File: config.mk
export PLATFORM = sky130hd
export DESIGN_NAME = uart_rx_core_flat
export DESIGN_NICKNAME = d
export VERILOG_FILES = /design/src/rtl/uart_rx_core_if.sv /design/src/rtl/uart_rx_core.sv /design/src/flat_wrapper.sv
export SDC_FILE = /design/constraint.sdc
export NUM_CORES = 1
export LEC_CHECK = 0
export CORE_UTILIZATION = 55
export CTS_BUF_LIST = sky130_fd_sc_hd__clkbuf_4 sky130_fd_sc_hd__clkbuf_8 sky130_fd_sc_hd__clkbuf_16
export DETAILED_ROUTE_END_ITERATION = 6
export PLACE_DENSITY_LB_ADDON = 0.1
export SYNTH_ARGS = -nofsm -noshare
export SYNTH_HDL_FRONTEND = slang
export SYNTH_SLANG_ARGS = --single-unit
File: constraint.sdc
create_clock -name sys_clk -period 4.6 [get_ports sys_clk]
set_input_delay 1.15 -clock sys_clk [delete_from_list [all_inputs] [get_ports sys_clk]]
set_output_delay 1.15 -clock sys_clk [all_outputs]
set_load 0.02 [all_outputs]
File: src/rtl/uart_rx_core_if.sv
`default_nettype none
// ---------------------------------------------------------------------------
// uart_rx_core_if : configuration, serial line and status bundle of the UART receiver
// Revision 1.0
// ---------------------------------------------------------------------------
interface uart_rx_core_if;
    logic        uart_en;
    logic        uart_prty_en;
    logic        uart_rxie;
    logic [15:0] uart_baud;
    logic        uart_rxpnd_clr;
    logic        uart_rx;
    logic [7:0]  uart_rxbuf;
    logic        uart_rx9;
    logic        uart_rxpnd;
    logic        uart_ferr;
    logic        uart_ovf;
    logic        uart_rx_int;
    logic        uart_rx_busy;

    modport master (
        output uart_en, uart_prty_en, uart_rxie, uart_baud, uart_rxpnd_clr, uart_rx,
        input  uart_rxbuf, uart_rx9, uart_rxpnd, uart_ferr, uart_ovf, uart_rx_int, uart_rx_busy
    );

    modport slave (
        input  uart_en, uart_prty_en, uart_rxie, uart_baud, uart_rxpnd_clr, uart_rx,
        output uart_rxbuf, uart_rx9, uart_rxpnd, uart_ferr, uart_ovf, uart_rx_int, uart_rx_busy
    );
endinterface
`default_nettype wire

File: src/rtl/uart_rx_core.sv
`default_nettype none
// ---------------------------------------------------------------------------
// uart_rx_core : 16x oversampling UART receiver, 8 data bits + optional 9th bit
// Revision 1.0
// ---------------------------------------------------------------------------
module uart_rx_core (
    input  wire logic       sys_clk,
    input  wire logic       sys_rst,
    uart_rx_core_if.slave   bus
);
    typedef enum logic [2:0] {
        S_IDLE  = 3'd0,
        S_START = 3'd1,
        S_DATA  = 3'd2,
        S_BIT9  = 3'd3,
        S_STOP  = 3'd4
    } state_t;

    state_t      state_q, state_d;
    logic        rx_meta_q, rx_s_q, rx_dly_q;
    logic [15:0] div_q, div_d;
    logic [3:0]  tcnt_q, tcnt_d;
    logic [2:0]  bitcnt_q, bitcnt_d;
    logic [7:0]  shreg_q, shreg_d;
    logic        bit9_q, bit9_d;
    logic        s7_q, s7_d, s8_q, s8_d;
    logic [7:0]  rxbuf_q, rxbuf_d;
    logic        rx9_q, rx9_d;
    logic        pnd_q, pnd_d;
    logic        ferr_q, ferr_d;
    logic        ovf_q, ovf_d;

    logic        tick, eval, boundary, maj;

    // >= rather than == so a baud value lowered mid-frame cannot strand the divider
    assign tick     = (state_q != S_IDLE) && (div_q >= bus.uart_baud);
    assign eval     = tick && (tcnt_q == 4'd9);
    assign boundary = tick && (tcnt_q == 4'd15);
    assign maj      = (s7_q & s8_q) | (s7_q & rx_s_q) | (s8_q & rx_s_q);

    always_ff @(posedge sys_clk) begin
        if (sys_rst) begin
            rx_meta_q <= 1'b1;
            rx_s_q    <= 1'b1;
            rx_dly_q  <= 1'b1;
            state_q   <= S_IDLE;
            div_q     <= 16'd0;
            tcnt_q    <= 4'd0;
            bitcnt_q  <= 3'd0;
            shreg_q   <= 8'h00;
            bit9_q    <= 1'b0;
            s7_q      <= 1'b0;
            s8_q      <= 1'b0;
            rxbuf_q   <= 8'h00;
            rx9_q     <= 1'b0;
            pnd_q     <= 1'b0;
            ferr_q    <= 1'b0;
            ovf_q     <= 1'b0;
        end else begin
            rx_meta_q <= bus.uart_rx;
            rx_s_q    <= rx_meta_q;
            rx_dly_q  <= rx_s_q;
            state_q   <= state_d;
            div_q     <= div_d;
            tcnt_q    <= tcnt_d;
            bitcnt_q  <= bitcnt_d;
            shreg_q   <= shreg_d;
            bit9_q    <= bit9_d;
            s7_q      <= s7_d;
            s8_q      <= s8_d;
            rxbuf_q   <= rxbuf_d;
            rx9_q     <= rx9_d;
            pnd_q     <= pnd_d;
            ferr_q    <= ferr_d;
            ovf_q     <= ovf_d;
        end
    end

    always_comb begin
        state_d  = state_q;
        div_d    = div_q;
        tcnt_d   = tcnt_q;
        bitcnt_d = bitcnt_q;
        shreg_d  = shreg_q;
        bit9_d   = bit9_q;
        s7_d     = s7_q;
        s8_d     = s8_q;
        rxbuf_d  = rxbuf_q;
        rx9_d    = rx9_q;
        pnd_d    = pnd_q;
        ferr_d   = ferr_q;
        ovf_d    = ovf_q;

        if (bus.uart_rxpnd_clr) begin
            pnd_d  = 1'b0;
            ferr_d = 1'b0;
            ovf_d  = 1'b0;
        end

        if (!bus.uart_en) begin
            state_d = S_IDLE;
        end else if (state_q == S_IDLE) begin
            if (rx_dly_q && !rx_s_q) begin
                state_d = S_START;
            end
        end else begin
            div_d = tick ? 16'd0 : div_q + 16'd1;
            if (tick) begin
                tcnt_d = tcnt_q + 4'd1;
                if (tcnt_q == 4'd7) s7_d = rx_s_q;
                if (tcnt_q == 4'd8) s8_d = rx_s_q;
            end
            case (state_q)
                S_START: begin
                    if (eval && maj) begin
                        state_d = S_IDLE;
                    end else if (boundary) begin
                        state_d  = S_DATA;
                        bitcnt_d = 3'd0;
                    end
                end
                S_DATA: begin
                    if (eval) shreg_d = {maj, shreg_q[7:1]};
                    if (boundary) begin
                        if (bitcnt_q == 3'd7) begin
                            state_d = bus.uart_prty_en ? S_BIT9 : S_STOP;
                        end else begin
                            bitcnt_d = bitcnt_q + 3'd1;
                        end
                    end
                end
                S_BIT9: begin
                    if (eval) bit9_d = maj;
                    if (boundary) state_d = S_STOP;
                end
                S_STOP: begin
                    // Frame completes mid stop bit so back-to-back frames never slip
                    if (eval) begin
                        state_d = S_IDLE;
                        if (!pnd_q || bus.uart_rxpnd_clr) begin
                            rxbuf_d = shreg_q;
                            rx9_d   = bus.uart_prty_en ? bit9_q : 1'b0;
                            pnd_d   = 1'b1;
                            ferr_d  = ~maj;
                        end else begin
                            ovf_d = 1'b1;
                        end
                    end
                end
                default: state_d = S_IDLE;
            endcase
        end

        if (state_d == S_IDLE) begin
            div_d    = 16'd0;
            tcnt_d   = 4'd0;
            bitcnt_d = 3'd0;
        end
    end

    assign bus.uart_rxbuf   = rxbuf_q;
    assign bus.uart_rx9     = rx9_q;
    assign bus.uart_rxpnd   = pnd_q;
    assign bus.uart_ferr    = ferr_q;
    assign bus.uart_ovf     = ovf_q;
    assign bus.uart_rx_int  = pnd_q & bus.uart_rxie;
    assign bus.uart_rx_busy = (state_q != S_IDLE);
endmodule
`default_nettype wire

File: src/flat_wrapper.sv
// flat-port wrapper written by rule: the top's interface ports become plain ports
module uart_rx_core_flat 
  (sys_clk, sys_rst, bus_uart_en, bus_uart_prty_en, bus_uart_rxie, bus_uart_baud, bus_uart_rxpnd_clr, bus_uart_rx, bus_uart_rxbuf, bus_uart_rx9, bus_uart_rxpnd, bus_uart_ferr, bus_uart_ovf, bus_uart_rx_int, bus_uart_rx_busy);
  uart_rx_core_if bus_i ();
  input  wire logic sys_clk;
  input  wire logic sys_rst;
  input wire logic [$bits(bus_i.uart_en)-1:0] bus_uart_en;
  input wire logic [$bits(bus_i.uart_prty_en)-1:0] bus_uart_prty_en;
  input wire logic [$bits(bus_i.uart_rxie)-1:0] bus_uart_rxie;
  input wire logic [$bits(bus_i.uart_baud)-1:0] bus_uart_baud;
  input wire logic [$bits(bus_i.uart_rxpnd_clr)-1:0] bus_uart_rxpnd_clr;
  input wire logic [$bits(bus_i.uart_rx)-1:0] bus_uart_rx;
  output wire logic [$bits(bus_i.uart_rxbuf)-1:0] bus_uart_rxbuf;
  output wire logic [$bits(bus_i.uart_rx9)-1:0] bus_uart_rx9;
  output wire logic [$bits(bus_i.uart_rxpnd)-1:0] bus_uart_rxpnd;
  output wire logic [$bits(bus_i.uart_ferr)-1:0] bus_uart_ferr;
  output wire logic [$bits(bus_i.uart_ovf)-1:0] bus_uart_ovf;
  output wire logic [$bits(bus_i.uart_rx_int)-1:0] bus_uart_rx_int;
  output wire logic [$bits(bus_i.uart_rx_busy)-1:0] bus_uart_rx_busy;
  assign bus_i.uart_en = bus_uart_en;
  assign bus_i.uart_prty_en = bus_uart_prty_en;
  assign bus_i.uart_rxie = bus_uart_rxie;
  assign bus_i.uart_baud = bus_uart_baud;
  assign bus_i.uart_rxpnd_clr = bus_uart_rxpnd_clr;
  assign bus_i.uart_rx = bus_uart_rx;
  assign bus_uart_rxbuf = bus_i.uart_rxbuf;
  assign bus_uart_rx9 = bus_i.uart_rx9;
  assign bus_uart_rxpnd = bus_i.uart_rxpnd;
  assign bus_uart_ferr = bus_i.uart_ferr;
  assign bus_uart_ovf = bus_i.uart_ovf;
  assign bus_uart_rx_int = bus_i.uart_rx_int;
  assign bus_uart_rx_busy = bus_i.uart_rx_busy;
  uart_rx_core u_core (.sys_clk(sys_clk), .sys_rst(sys_rst), .bus(bus_i));
endmodule
==> impl_metrics.env, run 1 <==
export IMPL_holdPathStages=1
export IMPL_number_of_buffers_inserted_during_clock_tree_synthesis=5
export IMPL_worst_case_headroom_to_the_max_slew_limit=0.583
export IMPL_synth_net_count=359
export IMPL_crit_reg2reg_launch="u_core.div_q[13]"
export IMPL_portbufs=36
export IMPL_worst_r2r_setup_slack_ns=1.50
export IMPL_rr_endpoint="u_core.div_q[2]"
export IMPL_floorplan_io_pins=37
export IMPL_holdWs_ns=0.416
export IMPL_routed_wl_mm=5.11
export IMPL_total_leakage_power_nw=1.22
export IMPL_routed_wire_length_per_instance_microns=12.3
export IMPL_cts_hold_buf=0
export IMPL_placeableCoreArea_sq_um=4820
export IMPL_htree_levels=2
export IMPL_power_density_cell_area_nw_per_um2=229
export IMPL_average_via_count_per_standard_cell=5.30
export IMPL_cts_root_to_sink_buffers=2
export IMPL_clockRootBuffer="clkbuf_8"
export IMPL_min_path_type="reg -> reg"
export IMPL_cap_violations=0
export IMPL_post_synth_design_cell_area_sq_um=2820
export IMPL_final_min_clock_period_ns=4.09
export IMPL_whs_endpoint="u_core.rx_s_q"
export IMPL_vdd_ir_drop_max_mv=0.162
export IMPL_die_height_microns=73.7
export IMPL_grt_pass1_wl_mm=8.68
export IMPL_count_leader_synth="dfxtp_1"
export IMPL_cts_sink_count=52
export IMPL_max_slew_worst_pin_slew_ns=0.624
export IMPL_postSynth_asyncResetShare=0
export IMPL_post_layout_total_power_mw=0.765
export IMPL_route_vias_total=2205
export IMPL_cts_tree="built"
export IMPL_nNetsFinal=393
export IMPL_maxSlewViolCount=0
export IMPL_synth_cells=314
export IMPL_number_of_warnings_issued_by_yosys=0
export IMPL_ys_ff_latch=52
export IMPL_critPathRequiredTime_ns=4.82
export IMPL_finalCritPeriodShare=0.889
export IMPL_drcViolationCount=0
export IMPL_clk_insertion_delay_late_ns=0.31
export IMPL_finalSetupTns_ns=0
export IMPL_grt_max_degree=29
export IMPL_place_detailed_hpwl_mm=3.76
export IMPL_drt_first_pass_iters=4
export IMPL_rows=25
export IMPL_grt_usage=0.203
export IMPL_initial_core_util=0.586
export IMPL_postCtsSetupBuffers=0
export IMPL_synth_edff_count=0
export IMPL_min_from="u_core.rx_meta_q"
export IMPL_worst_setup_path_start_kind="input pin"
export IMPL_critical_path_max_fanout=23
export IMPL_synthDominantCellAreaShare=0.369
export IMPL_status="complete, no violations"
export IMPL_post_synth_top_area_cell="dfxtp_1"
export IMPL_seq_area_frac_synth=0.369
export IMPL_cts_resized_gates=0
export IMPL_setup_violations=0
export IMPL_post_synth_most_frequent_cells="dfxtp_1, nor2_1, ha_1"
export IMPL_final_antenna_net_count=0
export IMPL_layout_drive_gt1_share=0.103
export IMPL_postSynth_topFlopCell="dfxtp_1"
export IMPL_post_synthesis_cell_type_count=43
export IMPL_path_clk_slew_ns=0.09
export IMPL_detailedRoute_firstIterationViolations=94
export IMPL_antenna_violations_before_repair=0
export IMPL_area_of_the_die_sq_um=5430
export IMPL_endpoint_kind="flop"
export IMPL_achievable_frequency_mhz=244
export IMPL_synthToLayoutAreaGrowth_pct=18.3
export IMPL_timing_hold_violations_final=0
export IMPL_first_global_vias=2033
export IMPL_floorplan_die_width_microns=73.7
export IMPL_synthesis_area_per_instance_sq_um=8.99
export IMPL_critPathLaunch="bus_uart_baud[15]"
export IMPL_worst_setup_path_type="in -> reg"
export IMPL_worst_clock_skew_ns=0.0114
export IMPL_grt_overflow=0
export IMPL_worstPathArrival_ns=4.31
export IMPL_finalWeightedCongestion=0.859
export IMPL_ff2ff_path_depth=8
export IMPL_diodes=0
export IMPL_synthTopCellsByArea="dfxtp_1, ha_1, mux2i_1"
export IMPL_setup_repair_after_global_routing_missed_its_margin="false"
[sequential cells by signal, indices dropped and copies added, names as in the netlist, 3 cells and up]
signal                 count
u_core.bus.uart_rxbuf      8
u_core.tcnt_q              4
u_core.bitcnt_q            3
u_core.div_q              16
u_core.state_q             3
u_core.shreg_q             8
[stage by stage]
stage                      util  area (sq um)  worst slack (ns)  std cells
after floorplan               -          2820             0.965        314
after global placement    0.674          3240             0.333        408
after detailed placement  0.674          3240             0.172        408
after CTS                 0.693          3340             0.481        416
after global routing      0.693          3340             0.321        416
final                     0.693          3340             0.509        416
[metal layers]
metal  GRT usage  routed length (microns)  share of wire  up-vias
li1            -                        -              -     1166
met1       0.259                     2540           0.50     1005
met2       0.353                     2390           0.47       30
met3      0.0412                      152          0.030        4
met4      0.0449                       25         0.0049        0
met5           0                        0              0        -
[placed cells by master (no fill, tap or decap), drive strengths merged]
cell / count
dfxtp: 52
clkdlybuf4s50: 36
nor2: 34
ha: 22
inv: 22
mux2i: 21
nand2: 20
a21oi: 19
a211oi: 15
xor2: 13
nand3: 12
nand4: 8
nor3: 8
buf: 6
nand2b: 5
xnor2: 5
clkbuf: 5
o21ai: 5
nor2b: 4
or2: 4
nor4: 4
a22oi: 3
or3: 3
and2: 2
a31oi: 2
or4: 2
nor3b: 2
o31ai: 2
a31o: 2
and3: 2
clkinv: 2
a2111oi: 1
o21a: 1
maj3: 1
or4b: 1
o31a: 1
a41oi: 1
nand3b: 1
[cell type report]
class,count,area (sq um)
clock buffer,5,68.8
clock inverter,3,26.3
fill,414,1480
inverter,21,78.8
multi-input combinational,226,1640
sequential,52,1040
tap,67,83.8
timing repair buffer,42,405
[kinds of logic after synthesis]
| kind of cell | share of synthesized area |
|---|---|
| DFF | 0.369 |
| xor gates and xnor gates | 0.0558 |
| muxes | 0.0744 |
| buffers and inverters | 0.0545 |
| and+or+nand+nor | 0.208 |
| adders and majority gates | 0.101 |
| AOI/OAI and AO/OA | 0.138 |
[worst max-delay path, stage by stage]
cell             delay (ns)
clkdlybuf4s50_1        0.46
inv_1                  0.04
ha_1                   0.30
nand4_1                0.16
or3_4                  0.45
nor4_4                 0.35
nor3_2                 0.11
or4b_1                 0.52
a31o_2                 0.46
a211oi_1               0.29
[worst max path at each step]
stage                       end  slack, ns  cells past startpoint
2_1_floorplan  u_core.div_q[10]       0.96                     10
3_3_place_gp    u_core.div_q[3]       0.33                     10
3_5_place_dp    u_core.div_q[4]       0.17                     10
4_1_cts         u_core.div_q[4]       0.48                     10
5_1_grt         u_core.div_q[3]       0.32                     10
6_report        u_core.div_q[2]       0.51                     10
[where the power goes]
part / internal (mW) / switching (mW) / leakage [nW]
logic: 0.0256 / 0.0185 / 0.747
registers: 0.451 / 0.00116 / 0.419
clock network: 0.111 / 0.157 / 0.0487
total: 0.588 / 0.177 / 1.22
(Power assumes the default switching activity.)
==> run 2, diff against run 1 <==
Settings changed: GPL_ROUTABILITY_DRIVEN set to 1.
==> results of run 2 <==
The final DEF is identical to that of run 1; final timing and power are the same.
==> run 3, diff against run 2 <==
Settings changed: ABC_AREA set to 1.
==> impl_metrics.env, run 3 <==
export IMPL_crit_reg2reg_launch="u_core.div_q[0]"
export IMPL_final_min_clock_period_ns=3.54
export IMPL_post_layout_total_power_mw=0.758
export IMPL_htree_levels=2
export IMPL_average_via_count_per_standard_cell=4.83
export IMPL_registers_top_by_ff_count="u_core.div_q"
export IMPL_setup_violations=0
export IMPL_route_vias_total=2500
export IMPL_post_synth_most_frequent_cells="inv_1, nand2_1, dfxtp_1"
export IMPL_synthTopCellsByArea="dfxtp_1, inv_1, nand2_1"
export IMPL_post_synthesis_cell_type_count=35
export IMPL_drcViolationCount=0
export IMPL_vdd_ir_drop_max_mv=0.190
export IMPL_synthDominantCellAreaShare=0.359
export IMPL_floorplan_die_width_microns=74.6
export IMPL_critPathRequiredTime_ns=4.81
export IMPL_setup_repair_after_global_routing_missed_its_margin="false"
export IMPL_worst_clock_skew_ns=0.00905
export IMPL_final_antenna_net_count=0
export IMPL_total_leakage_power_nw=1.66
export IMPL_critical_path_max_fanout=18
export IMPL_switching_power_mw=0.175
export IMPL_wl_met2_mm=2.42
export IMPL_diodes=0
export IMPL_ff2ff_path_depth=16
export IMPL_cts_hold_buf=0
export IMPL_placeableCoreArea_sq_um=5110
export IMPL_number_of_buffers_inserted_during_clock_tree_synthesis=5
export IMPL_finalSetupTns_ns=0
export IMPL_largest_register_ff_count=16
export IMPL_first_global_vias=2216
export IMPL_die_height_microns=74.6
export IMPL_worst_r2r_setup_slack_ns=1.96
export IMPL_grt_overflow=0
export IMPL_layout_commonest_cell="inv_1"
export IMPL_ys_ff_latch=52
export IMPL_timing_hold_violations_final=0
export IMPL_critPathCapture="u_core.tcnt_q[3]"
export IMPL_seq_area_frac_synth=0.359
export IMPL_stdcell_count=518
export IMPL_endpoint_kind="flop"
export IMPL_synth_cells=411
export IMPL_combPwrFrac=0.060
export IMPL_grt_usage=0.208
export IMPL_post_synth_top_area_cell="dfxtp_1"
export IMPL_grt_pass1_wl_mm=9.15
export IMPL_cts_sink_count=52
export IMPL_initial_core_util=0.568
export IMPL_power_sequential_fraction=0.596
export IMPL_floorplan_io_pins=37
export IMPL_drt_first_pass_iters=5
export IMPL_postCtsSetupBuffers=0
export IMPL_power_density_cell_area_nw_per_um2=222
export IMPL_post_synth_design_cell_area_sq_um=2900
export IMPL_detailedRoute_firstIterationViolations=121
export IMPL_layout_drive_gt1_share=0.0692
export IMPL_wirelength_met1_mm=2.67
export IMPL_worst_case_headroom_to_the_max_slew_limit=0.547
export IMPL_maxSlewViolCount=0
export IMPL_synth_edff_count=0
export IMPL_routed_wl_mm=5.25
export IMPL_rr_endpoint="u_core.tcnt_q[3]"
export IMPL_clock_power_share=0.344
export IMPL_finalWeightedCongestion=0.891
export IMPL_achievable_frequency_mhz=283
export IMPL_place_detailed_hpwl_mm=4.03
export IMPL_routed_wire_length_per_instance_microns=10.1
export IMPL_worst_setup_path_start_kind="input pin"
export IMPL_postSynth_asyncResetShare=0
export IMPL_worstPathArrival_ns=3.74
export IMPL_synthToLayoutAreaGrowth_pct=17.6
export IMPL_min_path_type="reg -> reg"
export IMPL_clockRootBuffer="clkbuf_8"
export IMPL_max_slew_worst_pin_slew_ns=0.679
export IMPL_antenna_violations_before_repair=0
export IMPL_status="complete, no violations"
export IMPL_postSynth_topFlopCell="dfxtp_1"
export IMPL_cts_root_to_sink_buffers=2
export IMPL_p_int_mw=0.583
export IMPL_clk_insertion_delay_late_ns=0.31
export IMPL_number_of_warnings_issued_by_yosys=0
export IMPL_rows=26
export IMPL_count_leader_synth="inv_1"
export IMPL_path_clk_slew_ns=0.09
export IMPL_place_inst=510
export IMPL_worst_setup_path_type="in -> reg"
export IMPL_finalCritPeriodShare=0.769
export IMPL_synth_net_count=456
export IMPL_area_of_the_die_sq_um=5570
export IMPL_holdWs_ns=0.429
export IMPL_routed_top_layer="met4"
export IMPL_portbufs=36
export IMPL_cts_tree="built"
export IMPL_detailroute_wirelength_met3_microns=147
export IMPL_cts_resized_gates=0
export IMPL_critPathLaunch="bus_uart_baud[15]"
export IMPL_layout_cells_most_common_list="inv_1, nand2_1, dfxtp_1"
export IMPL_synthesis_area_per_instance_sq_um=7.06
export IMPL_grt_max_degree=24
export IMPL_filler_cell_count=460
export IMPL_swShare=0.230
export IMPL_cap_violations=0
export IMPL_nNetsFinal=492
## run 3: per-layer routing
layer  track usage  up-vias
met5             0        -
met4        0.0335        0
met3        0.0482        3
met2         0.347       30
met1         0.281     1091
li1              -     1376
## run 3: stage by stage
step,util,setup slack (ns),instance area [sq um]
3_5_place_dp,0.649,0.741,3320
2_1_floorplan,-,1.72,2900
4_1_cts,0.668,1.05,3410
3_3_place_gp,0.649,0.787,3320
6_report,0.668,1.06,3410
5_1_grt,0.668,0.765,3410
## run 3: layout make-up
type | instances | area [sq um] | share of cell area
clock inverters | 3 | 23.8 | 0.00697
multi-input cells | 263 | 1490 | 0.437
repair buffers | 36 | 360 | 0.106
flip-flops and latches | 52 | 1040 | 0.305
clock buffers | 5 | 68.8 | 0.0202
well taps | 70 | 87.6 | 0.0257
inverters | 89 | 337 | 0.0987
## run 3: worst min-delay path by stage
stage	from	to	slack, ns	cells after the start
global route	u_core.rx_meta_q	u_core.rx_s_q	0.46	1
floorplan	u_core.rx_meta_q	u_core.rx_s_q	0.39	1
CTS	u_core.rx_meta_q	u_core.rx_s_q	0.43	1
global placement	u_core.rx_meta_q	u_core.rx_s_q	0.41	1
detailed placement	u_core.rx_meta_q	u_core.rx_s_q	0.40	1
finish	u_core.rx_meta_q	u_core.rx_s_q	0.43	1
## run 3: worst max-delay path, stage by stage
cell and delay (ns):
clkdlybuf4s50_1 0.45, inv_1 0.04, ha_1 0.28, nand2_1 0.10, nor3_1 0.25, nand2_1 0.10
nand2_2 0.11, nand2_1 0.18, nor2_2 0.58, nand4_1 0.21, xor2_1 0.19, nand2_1 0.07
inv_1 0.05
## run 3: power groups by stage
stage / sequential (mW) / clock, mW / combinational (mW)
detailed placement: 0.462 / 0 / 0.0453
global placement: 0.462 / 0 / 0.0441
floorplan: 0.462 / 0 / 0.0207
finish: 0.452 / 0.261 / 0.0452
global route: 0.452 / 0.287 / 0.0519
CTS: 0.452 / 0.269 / 0.0457
## run 3: logic make-up after synthesis
kind of cell | Yosys count | share of synthesized area
compound gates | 73 | 0.135
xor+xnor | 9 | 0.0272
fa+ha+maj | 22 | 0.0949
buf+inv | 96 | 0.127
flops | 52 | 0.359
simple gates | 159 | 0.257
